File: config.mk
export PLATFORM = sky130hd
export DESIGN_NAME = rv32i_mem_arb
export DESIGN_NICKNAME = d
export VERILOG_FILES = /design/src/rtl/rv32i_mem_arb.sv
export SDC_FILE = /design/constraint.sdc
export NUM_CORES = 1
export LEC_CHECK = 0
export CAP_MARGIN = 15
export CORE_ASPECT_RATIO = 0.75
export CORE_MARGIN = 2
export CORE_UTILIZATION = 38
export DETAILED_ROUTE_END_ITERATION = 8
export DONT_BUFFER_PORTS = 1
export SLEW_MARGIN = 20
export SYNTH_ARGS = -nofsm -noshare
export SYNTH_HDL_FRONTEND = slang
export SYNTH_SLANG_ARGS = --single-unit
File: constraint.sdc
create_clock -name clk -period 3 [get_ports clk]
set_clock_uncertainty 0.1 [all_clocks]
set_input_delay 0.45 -clock clk [delete_from_list [all_inputs] [get_ports clk]]
set_output_delay 0.45 -clock clk [all_outputs]
set_load 0.02 [all_outputs]
File: src/rtl/rv32i_mem_arb.sv
// Arbitrates the rv32i instruction and data ports onto one single-port synchronous RAM.
// Stores issue in one cycle; reads wait RAM_LAT cycles and the result is held per port.
module rv32i_mem_arb #(
    parameter int unsigned ADDR_W  = 12,
    parameter int unsigned RAM_LAT = 1
) (
    input  logic              clk,
    input  logic              rst,
    input  logic [31:0]       mem_i_addr,
    input  logic              mem_i_rstrb,
    output logic [31:0]       mem_i_rdata,
    output logic              mem_i_rbusy,
    input  logic [31:0]       mem_d_addr,
    input  logic [31:0]       mem_d_wdata,
    input  logic [3:0]        mem_d_wmask,
    input  logic              mem_d_wstrb,
    input  logic              mem_d_rstrb,
    output logic [31:0]       mem_d_rdata,
    output logic              mem_d_rbusy,
    output logic              mem_d_wbusy,
    output logic [ADDR_W-1:0] ram_addr,
    output logic              ram_en,
    output logic              ram_we,
    output logic [3:0]        ram_wmask,
    output logic [31:0]       ram_wdata,
    input  logic [31:0]       ram_rdata
);

    typedef enum logic [1:0] {IDLE, RD_I, RD_D} state_t;

    localparam logic [2:0] LAT = 3'(RAM_LAT);

    state_t     state;
    logic [2:0] cnt;

    logic idle;
    logic issue_w;
    logic issue_dr;
    logic issue_ir;
    logic done_i;
    logic done_d;

    always_comb begin
        idle     = (state == IDLE);
        issue_w  = idle && mem_d_wstrb;
        issue_dr = idle && !mem_d_wstrb && mem_d_rstrb;
        issue_ir = idle && !mem_d_wstrb && !mem_d_rstrb && mem_i_rstrb;
        done_i   = (state == RD_I) && (cnt == 3'd1);
        done_d   = (state == RD_D) && (cnt == 3'd1);
    end

    // A strobe that is high but not completing this cycle reports busy.
    always_comb begin
        mem_d_wbusy = !rst && mem_d_wstrb && !issue_w;
        mem_d_rbusy = !rst && mem_d_rstrb && !done_d;
        mem_i_rbusy = !rst && mem_i_rstrb && !done_i;
        ram_en      = !rst && (issue_w || issue_dr || issue_ir);
        ram_we      = !rst && issue_w;
        ram_addr    = issue_ir ? mem_i_addr[ADDR_W+1:2] : mem_d_addr[ADDR_W+1:2];
        ram_wmask   = mem_d_wmask;
        ram_wdata   = mem_d_wdata;
    end

    always_ff @(posedge clk or posedge rst) begin
        if (rst) begin
            state       <= IDLE;
            cnt         <= 3'd0;
            mem_i_rdata <= 32'd0;
            mem_d_rdata <= 32'd0;
        end else begin
            unique case (state)
                IDLE: begin
                    if (issue_dr) begin
                        state <= RD_D;
                        cnt   <= LAT;
                    end else if (issue_ir) begin
                        state <= RD_I;
                        cnt   <= LAT;
                    end
                end
                RD_I, RD_D: begin
                    cnt <= cnt - 3'd1;
                    if (cnt == 3'd1) begin
                        state <= IDLE;
                        if (state == RD_I) mem_i_rdata <= ram_rdata;
                        else               mem_d_rdata <= ram_rdata;
                    end
                end
                default: state <= IDLE;
            endcase
        end
    end

    // Byte-offset and above-window address bits are intentionally dropped (addresses wrap).
    logic unused_bits;
    assign unused_bits = ^{mem_i_addr[31:ADDR_W+2], mem_i_addr[1:0],
                           mem_d_addr[31:ADDR_W+2], mem_d_addr[1:0]};

endmodule

==> results of run 1 <==
==> path summary, 6_finish.rpt <==
kind | from | to | cells past startpoint
worst min register to register | cnt[1]$_DFFE_PP0P_ | cnt[1]$_DFFE_PP0P_ | 2
worst max-delay path | state[1]$_DFFE_PP0P_ | ram_addr[5] | 4
min in group asynchronous | rst | mem_d_rdata[25]$_DFFE_PP0P_ | 2
worst min-delay path | ram_rdata[24] | mem_i_rdata[24]$_DFFE_PP0P_ | 1
max in group asynchronous | rst | mem_d_rdata[30]$_DFFE_PP0P_ | 3
worst max register to register | cnt[1]$_DFFE_PP0P_ | mem_i_rdata[8]$_DFFE_PP0P_ | 6
==> through the flow <==
step	cells	power [mW]	setup slack, ns	area [um^2]	utilization
floorplan	233	3.273	0.01273	3239	-
global placement	302	3.409	0.6731	3095	0.3693
detailed placement	302	3.445	0.6523	3095	0.3693
CTS	319	4.777	0.2876	3476	0.4147
global route	319	4.949	0.1767	3476	0.4147
finish	319	4.707	0.3138	3476	0.4147
==> cells in the mapped netlist <==
library cell | n | share of area
sky130_fd_sc_hd__a2111oi_0 | 1 | 0.0027
sky130_fd_sc_hd__a211o_1 | 1 | 0.0027
sky130_fd_sc_hd__a211oi_1 | 1 | 0.0023
sky130_fd_sc_hd__a21o_1 | 1 | 0.0023
sky130_fd_sc_hd__a21oi_1 | 3 | 0.0046
sky130_fd_sc_hd__a22oi_1 | 1 | 0.0023
sky130_fd_sc_hd__a311o_1 | 1 | 0.0031
sky130_fd_sc_hd__and3_1 | 1 | 0.0019
sky130_fd_sc_hd__and4bb_2 | 1 | 0.0039
sky130_fd_sc_hd__buf_2 | 5 | 0.0077
sky130_fd_sc_hd__buf_4 | 36 | 0.083
sky130_fd_sc_hd__buf_6 | 3 | 0.010
sky130_fd_sc_hd__dfrtp_1 | 69 | 0.53
sky130_fd_sc_hd__ha_1 | 6 | 0.023
sky130_fd_sc_hd__inv_1 | 6 | 0.0070
sky130_fd_sc_hd__inv_2 | 1 | 0.0012
sky130_fd_sc_hd__mux2_1 | 8 | 0.028
sky130_fd_sc_hd__mux2_2 | 69 | 0.24
sky130_fd_sc_hd__mux2i_1 | 1 | 0.0031
sky130_fd_sc_hd__nand2_1 | 4 | 0.0046
sky130_fd_sc_hd__nand2b_1 | 3 | 0.0058
sky130_fd_sc_hd__nand3_2 | 1 | 0.0031
sky130_fd_sc_hd__nand3b_1 | 1 | 0.0023
sky130_fd_sc_hd__nor2b_1 | 1 | 0.0019
sky130_fd_sc_hd__nor3_1 | 1 | 0.0015
sky130_fd_sc_hd__nor3_4 | 1 | 0.0050
sky130_fd_sc_hd__nor3b_1 | 2 | 0.0046
sky130_fd_sc_hd__o21ai_0 | 2 | 0.0031
sky130_fd_sc_hd__o21bai_1 | 1 | 0.0023
sky130_fd_sc_hd__o311a_1 | 1 | 0.0031
==> logic make-up after synthesis <==
| family | count (synthesis) |
|---|---|
| buf+inv | 51 |
| fa+ha+maj | 6 |
| flops | 69 |
| compound gates | 13 |
| mux | 78 |
| simple gates | 16 |
==> power groups by stage <==
stage	combinational, mW	clock [mW]	sequential (mW)
3_3_place_gp	1.10	0	2.31
5_1_grt	1.23	1.38	2.34
4_1_cts	1.14	1.33	2.30
3_5_place_dp	1.14	0	2.30
6_report	1.13	1.29	2.29
2_1_floorplan	1.08	0	2.20
==> metal layers <==
metal  GRT usage  part of all wire  wire [um]  vias to the layer above
met5           0                 0          0                        -
met4     0.05000            0.0081         49                        0
met3      0.1009              0.15        896                       10
met2      0.1919              0.45       2717                      109
met1      0.1499              0.39       2375                      811
li1            -                 -          -                      724
==> layout make-up <==
type / instances / area, um^2
timing repair buffer: 6 / 60.06
inverter: 7 / 26.28
clock inverter: 7 / 145.1
sequential: 69 / 1727
tap: 108 / 135.1
fill: 757 / 4906
multi-input combinational: 113 / 1157
clock buffer: 9 / 225.2
==> flip-flops by register name, indices dropped and copies added, names as in the netlist <==
| register | flops |
|---|---|
| mem_i_rdata | 32 |
| mem_d_rdata | 32 |
| state | 2 |
| cnt | 3 |
==> what timing repair did <==
item / CTS / global route
hold buffers: 1 / 0
setup endpoints to repair: 0 / 0
gates resized for setup: 0 / 0
hold endpoints to repair: 8 / 0
==> run summary, run 1 <==
The number of setup buffers added after CTS is 0. In this run the vertical extent of the chip is 83.96 um. Measured against the total synthesized area, the mux share comes to 0.2708.

For this configuration, the core starts out at a cell density of 0.3865. The region available for standard cell placement spans about 8400 um^2. The residual antenna-violating net count after detailed routing is 0. The total setup violations reported at the end of the flow is 0. The number of levels the H-tree was split into came out at 3. The layout overhead on the synthesized area is 7.300%. Max-cap violations in this run came to 0. In this run the power density over the cells is approximately 1400 nW/um^2. The routed layout has roughly 1,700 vias. The analysis attributes to net switching a power of ~1.8 mW.

Of the total power, the share spent switching nets is 0.3757. In the final routed layout, each cell accounts on average for roughly 19 um. The overall die width came out at around 110 um. The number of DRC violations after detailed routing is 0.

The final worst-path cycle share came out at 0.8954. The routability congestion estimate from global placement came out at about 0.70. The synthesized instance count came out at between 200 and 250. The clock root buffer is sky130_fd_sc_hd__clkbuf_16.

The run finished with clean final reports. The combined buffer and inverter count along the critical path is 1. Setup repair after global routing left no endpoint under its margin.

The tightest min-delay check is of the in -> reg type. The combinational share of power came out at 0.239. The total negative slack for setup checks is 0 ns. The source-to-sink clock delay at the later pin of the worst-skew pair came out at ~0.32 ns. The row count is 29. Hold timing on the final database bottoms out at a slack of between 0.15 and 0.2 ns. Yosys printed 0 warnings. The mapped netlist covers between 3000 and 4000 um^2.

The delay of the slowest cell on the worst path is 0.51 ns. The maximum fanout encountered on the critical timing path came out at 13. The sequential share of power came out at 0.486.

The number of vias per cell is roughly 5.2. Derived from the worst setup path, the maximum achievable clock frequency is around 0.37 GHz. The sum of overflow across all layers after global routing came out at 0. Counting I/O delays and the setup requirement, the final critical path takes roughly 2.7 ns.

approximately 250 I/O pins were placed. The cell family contributing the most delay on the critical path is simple AND/OR/NAND/NOR gates. The count of clock tree sinks came out at between 60 and 70. The pre-antenna-repair detailed-routing pass consisted of 4 iterations. STA classifies the critical path startpoint as a register. The net total in the final layout is 349. The post-detailed-placement half-perimeter wirelength came out at ~4300 um.

For flop-to-flop paths, the worst setup slack is just under 0.8 ns. The number of inserted diodes came out at 0. The maximum number of buffers from clock root to sink came out at 2.

Buffers inserted during clock tree synthesis total 9. The combinational family with the most area after synthesis is multiplexers. The aggregate global-route resource usage came out at 0.1331. The number of storage elements in the synthesis netlist is a little under 70. The via count of the first global-routing pass is 1,826. After the first detailed-routing iteration, the DRC count stood at 53. The arrival time reported for the critical path endpoint came out at 2.14 ns. For this run, the register share of the synthesized area comes to 0.5330. The basic-gate share of the synthesized area counting and, or, nand and nor cells is 0.03476. The worst ir drop on vdd came out at about 0.00065 V. The share of the synthesized netlist area taken by xor and xnor gates is 0. The number of failing hold endpoints at the final stage came out at 0. The slowest stage of the critical path belongs to the cell sky130_fd_sc_hd__and4bb_2. The count of buffers inserted at the top-level ports came out at 0. Entering global routing, the biggest net connects 62 pins. Measured against its own limit, the worst slew margin works out to 0.4793. In the layout the commonest cells are sky130_fd_sc_hd__mux2_2, sky130_fd_sc_hd__dfrtp_1, sky130_fd_sc_hd__clkbuf_16. Traced cell by cell, the critical path runs through inv_1, ha_1, and4bb_2, mux2_2. The number of nets handed over by synthesis was roughly 380. At the pin with the least slew margin, the transition time is slightly below 0.8 ns.

STA classifies the critical path endpoint as an output pin. The leakage component of the power came out at 1.479 nW. The clock share of power came out at 0.275.

The TritonCTS clock tree is done. The internal power summed over all cells came out at around 3 mW. The required time at the endpoint of the critical path came out at approximately 2.5 ns. The number of antenna violations at the first check in global routing came out at 0. The aggregate routed wire length came out at 6038 um. The area fraction in compound gates after synthesis came out at 0.02858.

The distinct cell type count of the synthesized netlist is 30. After clock tree synthesis, the clock-pin slew on the worst setup and hold paths is ~0.06 ns. The die covers 9287 um^2. The wire length of the first global-routing pass came out at between 9000 and 10,000 um. Of the total synthesized cell area, the portion taken by full adders, half adders and majority gates is 0.02317. Of the cells placed in the final design, the portion with a size suffix greater than 1 is 0.4502.

The critical path in this run is classified as reg -> out. The mean instance size in the synthesized netlist came out at about 14 um^2. The final count of pins violating max slew is 0.
Power figures use the tool's default switching activity.
==> run 2, diff against run 1 <==
CELL_PAD_IN_SITES_DETAIL_PLACEMENT = 0   (was unset)
CELL_PAD_IN_SITES_GLOBAL_PLACEMENT = 1   (was unset)
CORE_AREA = 2 2 99 101   (was unset)
CORE_ASPECT_RATIO = unset   (was 0.75)
CORE_MARGIN = unset   (was 2)
CORE_UTILIZATION = unset   (was 38)
CTS_BUF_LIST = sky130_fd_sc_hd__clkbuf_4 sky130_fd_sc_hd__clkbuf_8 sky130_fd_sc_hd__clkbuf_16   (was unset)
DIE_AREA = 0 0 101 103   (was unset)
PLACE_DENSITY_LB_ADDON = 0.1   (was unset)
==> run 2 against run 1 <==
Worst hold slack got worse by 0.015 ns. Total power shrank 12%. Critical path depth is the same. Combinational power about the same. Worst setup slack worse by 0.058 ns. Clock-buffer cell count did not move. Sequential cell count did not move. Die area increased by 12%. Wire length up 5.2%. Critical path type unchanged. Critical endpoint unchanged. Largest cell class unchanged. Highest routed layer unchanged.
==> run summary, run 2 (synthesis results as in run 1) <==
The number of vias per cell came out at between 5 and 6. The routability congestion estimate from global placement is 0.6802. After detailed placement, the design holds a cell count of a little over 300. The total setup violations reported at the end of the flow is 0. The flow ran to the end, and the final reports show no timing, DRC or antenna violations.

The post-detailed-placement half-perimeter wirelength came out at between 4000 and 5000 um. The count of nets left with antenna violations once routing finished came out at 0. The maximum number of buffers from clock root to sink is 2. In this run the tool buffered the top-level ports with 0 buffer cells. The number of levels the H-tree was split into came out at 3. The minimum period implied by the final worst setup slack is 2.745 ns. Of the available clock period, the critical path in the final layout requires 0.9149.

The layout overhead on the synthesized area came out at 1.506%. For this block, the routed nets add up to ~6400 um of wire. The detailed-routing iteration count for the pre-antenna-repair pass came out at 4.

Clock tree synthesis inserted a total of 9 buffers. The starting DRC count in detailed routing is between 40 and 50. The number of setup buffers added after CTS came out at 0.

The overall die width is slightly above 100 um. The worst ir drop on vdd is between 0.0004 and 0.0005 V. The floorplan step defined a die boundary enclosing between 10,000 and 15,000 um^2.

For this design the top-level I/O count stands at about 250. In the layout the commonest cells are sky130_fd_sc_hd__mux2_2, sky130_fd_sc_hd__dfrtp_1, sky130_fd_sc_hd__clkbuf_8. The effective utilization at floorplan is 0.3425. The largest individual stage delay along the critical path comes from the cell sky130_fd_sc_hd__and4bb_2. The quantity of hold-fixing buffers added after cts is 0. The row count came out at 36. Data on the critical path is required at its endpoint by roughly 2.5 ns. TritonCTS built the clock tree. The source-to-sink clock delay at the later pin of the worst-skew pair is approximately 0.33 ns. The final count of pins violating max slew is 0. The signal on the critical path passes through inv_1, ha_1, and4bb_2, mux2_2. The critical path in this run is classified as reg -> out. The post-detailed-placement cell area came out at roughly 3100 um^2. The number of antenna violations at the first check in global routing was 0. The net total in the final layout came out at approximately 350. The power per standard cell area came out at 1263 nW/um^2. The fraction of layout instances using a drive strength above 1 came out at 0.4524. The count of clock tree sinks came out at between 60 and 70. From bottom edge to top edge, the die measures around 100 um.

The tool flagged a number of max-cap violations equal to 0. STA classifies the critical path endpoint as an output pin. The number of inserted diodes is 0. The tree is rooted in a sky130_fd_sc_hd__clkbuf_8. The post-cts gate resize count came out at 0. The arrival time reported for the critical path endpoint is approximately 2.2 ns. The class of the tightest hold or removal check is in -> reg. Dividing the detail-routed wire length by the instance count gives approximately 20 um. The first global-routing pass estimated about 9500 um of wire. STA classifies the critical path startpoint as a register. The leakage component of the power came out at around 1.4 nW.

Entering global routing, the biggest net connects 70 pins. The total negative slack for setup checks came out at 0 ns. The maximum fanout encountered on the critical timing path is 13. Summing all non-filler instances in the final layout gives an area of 3288 um^2. The largest registers in the layout are mem_d_rdata (32), mem_i_rdata (32), cnt (3). The fmax came out at between 0.3 and 0.4 GHz. The largest single stage delay on the critical path is ~0.50 ns. The number of failing hold endpoints at the final stage came out at 0.

At the end of the flow the core is filled with cells to 0.3476. The number of DRC violations after detailed routing came out at 0. The core area is roughly 9500 um^2.

The via count of the first global-routing pass came to roughly 1,900. The final standard cell count with taps included and fillers excluded came out at 324. The routed layout has approximately 1,600 vias. Measured against its own limit, the worst slew margin works out to 0.4238. Setup repair after global routing left no endpoint under its margin. The clock transition at the registers of the reported paths came out at roughly 0.08 ns. At the pin with the least slew margin, the transition time is just under 0.9 ns. The aggregate global-route resource usage is 0.1231.

Summed over all layers, the global routing overflow is 0.
-- run 2: cell count changes in the layout (fill, tap and decap cells not counted) --
cell,change
sky130_fd_sc_hd__buf_12,-1
sky130_fd_sc_hd__bufinv_16,-3
sky130_fd_sc_hd__clkinv_2,+2
sky130_fd_sc_hd__dlygate4sd3_1,-1
sky130_fd_sc_hd__clkbuf_16,-9
sky130_fd_sc_hd__clkbuf_8,+9
sky130_fd_sc_hd__buf_4,+1
sky130_fd_sc_hd__clkinv_4,+1
-- run 2: final cells by class --
cell class | count | area (um^2)
fillers | 913 | 6171
clock buffers | 9 | 123.9
flip-flops and latches | 69 | 1727
repair buffers | 5 | 37.54
well taps | 114 | 142.6
clock inverters | 7 | 73.82
multi-input cells | 113 | 1157
inverters | 7 | 26.28
-- run 2: where the power goes --
part	total (mW)	internal, mW	switching, mW
clock	0.743	0.386	0.357
combinational	1.13	0.625	0.504
sequential	2.28	1.41	0.877
total	4.15	2.42	1.74
-- run 2: worst max-delay path: cells and delay by family, from the launching register on --
kind	cells	cell delay (ns)
multiplexers	1	0.44
buffers and inverters	1	0.12
adder cells (fa/ha/maj)	1	0.37
AND/OR/NAND/NOR	1	0.50
flip-flops	1	0.42
-- run 2: through the flow --
stage                     worst slack, ns  total power [mW]  hold slack, ns
after floorplan                   0.01273             3.273          0.4028
after global routing              0.08348             4.433          0.1190
after CTS                          0.2334             4.236          0.1159
final                              0.2554             4.154          0.1394
after global placement             0.6808             3.399          0.4212
after detailed placement           0.6205             3.465          0.4382
-- run 2: path summary, 6_finish.rpt --
path                                            from                     endpoint  slack (ns)  cells after the start
worst max-delay path            state[1]$_DFFE_PP0P_                  ram_addr[5]        0.26                      4
worst min-delay path                   ram_rdata[10]  mem_d_rdata[10]$_DFFE_PP0P_        0.14                      1
worst max register to register  state[1]$_DFFE_PP0P_   mem_d_rdata[9]$_DFFE_PP0P_        0.86                      6
worst min register to register    cnt[2]$_DFFE_PP0P_           cnt[2]$_DFFE_PP0P_        0.46                      1
max in group asynchronous                        rst  mem_i_rdata[25]$_DFFE_PP0P_        2.03                      2
min in group asynchronous                        rst   mem_d_rdata[4]$_DFFE_PP0P_        0.19                      2
-- run 2: layer usage --
| metal | part of all wire | global-route usage | vias up |
|---|---|---|---|
| met5 | 0 | 0 | - |
| met4 | 0.011 | 0.06549 | 0 |
| met3 | 0.091 | 0.05220 | 9 |
| met2 | 0.53 | 0.2067 | 86 |
| met1 | 0.37 | 0.1326 | 836 |
| li1 | - | - | 715 |
==> run 3, diff against run 2 <==
CTS_CLUSTER_SIZE = 40   (was unset)
PLACE_DENSITY = 0.61   (was unset)
PLACE_DENSITY_LB_ADDON = unset   (was 0.1)
==> run 3 against run 2 <==
Register-to-register slack worse by 0.07 ns. Total power is 3.5% higher. Die area stayed put. Sequential cell count stayed put. Sequential share of layout area is 0.67 points lower. Critical path type unchanged. Sequential power hardly changed. First-iteration DRC count is 48% lower. Worst setup slack better by 0.025 ns. Global-route usage is 0.89 points lower.
==> run summary, run 3 (synthesis results as in run 1) <==
For the worst setup path, the data arrival time is about 2.2 ns. The measured slew at the worst slew-check pin came out at between 0.8 and 0.9 ns. The power per standard cell area is 1290 nW/um^2. The worst setup path is captured at an output pin. Gates resized during post-CTS repair numbered 0. The routability congestion estimate from global placement is around 0.7. The number of setup buffers added after CTS is 0. The maximum fanout encountered on the critical timing path is 13.

The leakage component of the power came out at about 1.4 nW. The normalized max-slew margin came out at 0.4242. The routed length per placed instance came out at 19.13 um. Setup slack on the worst reg-to-reg path comes out at roughly 0.79 ns. The number of vias per cell came out at 5.022. At the end of the flow the core is filled with cells to 0.3521. The delay of the slowest cell on the worst path came out at 0.49 ns. The cell with the largest stage delay on the worst path is sky130_fd_sc_hd__and4bb_2. From synthesis to final layout, the design area changed by 2.819%. The wire length of the first global-routing pass is around 9000 um.

The aggregate routed wire length came out at just over 6000 um. The maximum number of buffers from clock root to sink came out at 2. The final count of pins violating max slew is 0. The number of levels the H-tree was split into is 3. Of the available clock period, the critical path in the final layout requires 0.9065. The total negative slack for setup checks came out at 0 ns. Clock tree synthesis inserted a total of 9 buffers. The post-detailed-placement half-perimeter wirelength came out at between 4000 and 5000 um. The quantity of hold-fixing buffers added after cts is 0.

The worst setup path is launched from a register. The combined buffer and inverter count along the critical path came out at 1. The area enclosed by the die boundary came out at 10,400 um^2. The fmax is around 0.37 GHz. Global routing finished with a remaining overflow of 0. The required time at the endpoint of the critical path is 2.45 ns. For this block, the via count after detailed routing is about 1,600.

The signal on the critical path passes through inv_1, ha_1, and4bb_2, mux2_2. In the final design database the tool counted between 300 and 400 nets. The count of buffers inserted at the top-level ports is 0.

The fraction of layout instances using a drive strength above 1 came out at 0.4471. The number of inserted diodes came out at 0. The final design instance area without fill came out at approximately 3300 um^2. CTS saw between 60 and 70 sinks. The via count of the first global-routing pass came out at between 1,500 and 2,000. In the final layout, the registers with the most flip-flops are mem_d_rdata (32), mem_i_rdata (32), cnt (3). IR analysis of the VDD net gives a maximum drop of around 0.00042 V. The source-to-sink clock delay at the later pin of the worst-skew pair came out at between 0.3 and 0.4 ns.

TritonCTS built the clock tree. The overall die width is approximately 100 um. Across every metal layer, demand over resource in global routing totals 0.1141. The core area came out at between 9000 and 10,000 um^2. The total stage count of the critical path is 4. The total setup violations reported at the end of the flow came out at 0. The clock root buffer is sky130_fd_sc_hd__clkbuf_8. The worst path in the final design needs a cycle of between 2 and 3 ns, including I/O delays and setup. Entering global routing, the biggest net connects 70 pins. The residual antenna-violating net count after detailed routing is 0. The placed instances occupy a cell area of a little over 3000 um^2.

The starting DRC count in detailed routing is 23. The number of placed cells counting well taps came out at 307. The effective utilization at floorplan came out at 0.3425. In this run the count of I/O pins placed on the die edge is roughly 250. The number of antenna violations at the first check in global routing is 0. The critical path is of the reg -> out type. Counting instances, the worst hold path has a depth of 1. The number of failing hold endpoints at the final stage came out at 0.

The die is around 100 um tall. The clock transition at the registers of the reported paths is about 0.080 ns. Setup repair after global routing left no endpoint under its margin.

Max-cap violations in this run came to 0. In the layout the commonest cells are sky130_fd_sc_hd__mux2_2, sky130_fd_sc_hd__dfrtp_1, sky130_fd_sc_hd__clkbuf_8. The row count came out at 36. The worst hold path belongs to the class in -> reg. The flow ran to the end, and the final reports show no timing, DRC or antenna violations. The final standard cell count with taps included and fillers excluded came out at 322.

The count of cells along the worst register-to-register path is 6. The cell family contributing the most delay on the critical path is simple AND/OR/NAND/NOR gates. The detailed-routing iteration count for the pre-antenna-repair pass is 4. The number of DRC violations after detailed routing is 0.
[run 3: changes by cell type in the layout (fill, tap and decap cells not counted)]
cell / delta
sky130_fd_sc_hd__buf_4: -2
sky130_fd_sc_hd__clkinv_4: -2
sky130_fd_sc_hd__bufinv_16: +2
sky130_fd_sc_hd__buf_12: +1
sky130_fd_sc_hd__clkinv_2: -1
[run 3: path summary, 6_finish.rpt]
| path | start | end |
|---|---|---|
| min reg2reg | cnt[1]$_DFFE_PP0P_ | cnt[1]$_DFFE_PP0P_ |
| max in group asynchronous | rst | mem_d_rdata[23]$_DFFE_PP0P_ |
| min in group asynchronous | rst | mem_d_rdata[21]$_DFFE_PP0P_ |
| min | ram_rdata[15] | mem_d_rdata[15]$_DFFE_PP0P_ |
| max reg2reg | cnt[1]$_DFFE_PP0P_ | mem_i_rdata[16]$_DFFE_PP0P_ |
| max | state[1]$_DFFE_PP0P_ | ram_addr[9] |
[run 3: area by class of cell]
type / count / area [um^2]
inverters: 7 / 26.28
clock buffers: 9 / 123.9
repair buffers: 4 / 42.54
clock inverters: 6 / 111.4
flip-flops and latches: 69 / 1727
well taps: 114 / 142.6
multi-input cells: 113 / 1157
fillers: 916 / 6128
[run 3: metrics by stage]
stage | worst slack (ns) | hold slack [ns] | power, mW
2_1_floorplan | 0.01273 | 0.4028 | 3.273
3_3_place_gp | 0.6648 | 0.4309 | 3.413
3_5_place_dp | 0.6524 | 0.4352 | 3.450
4_1_cts | 0.2652 | 0.1223 | 4.377
5_1_grt | 0.1343 | 0.1132 | 4.586
6_report | 0.2805 | 0.1399 | 4.298
[run 3: routing by layer]
layer,vias to the layer above,wire (um),global-route usage,share of wire
li1,714,-,-,-
met1,807,2347,0.1308,0.38
met2,82,3009,0.1738,0.49
met3,14,716,0.06508,0.12
met4,0,88,0.05198,0.014
met5,-,0,0,0
[run 3: power breakdown]
part           internal [mW]  switching, mW
registers               1.41          0.873
clock network          0.549          0.361
logic                  0.626          0.484
total                   2.58           1.72
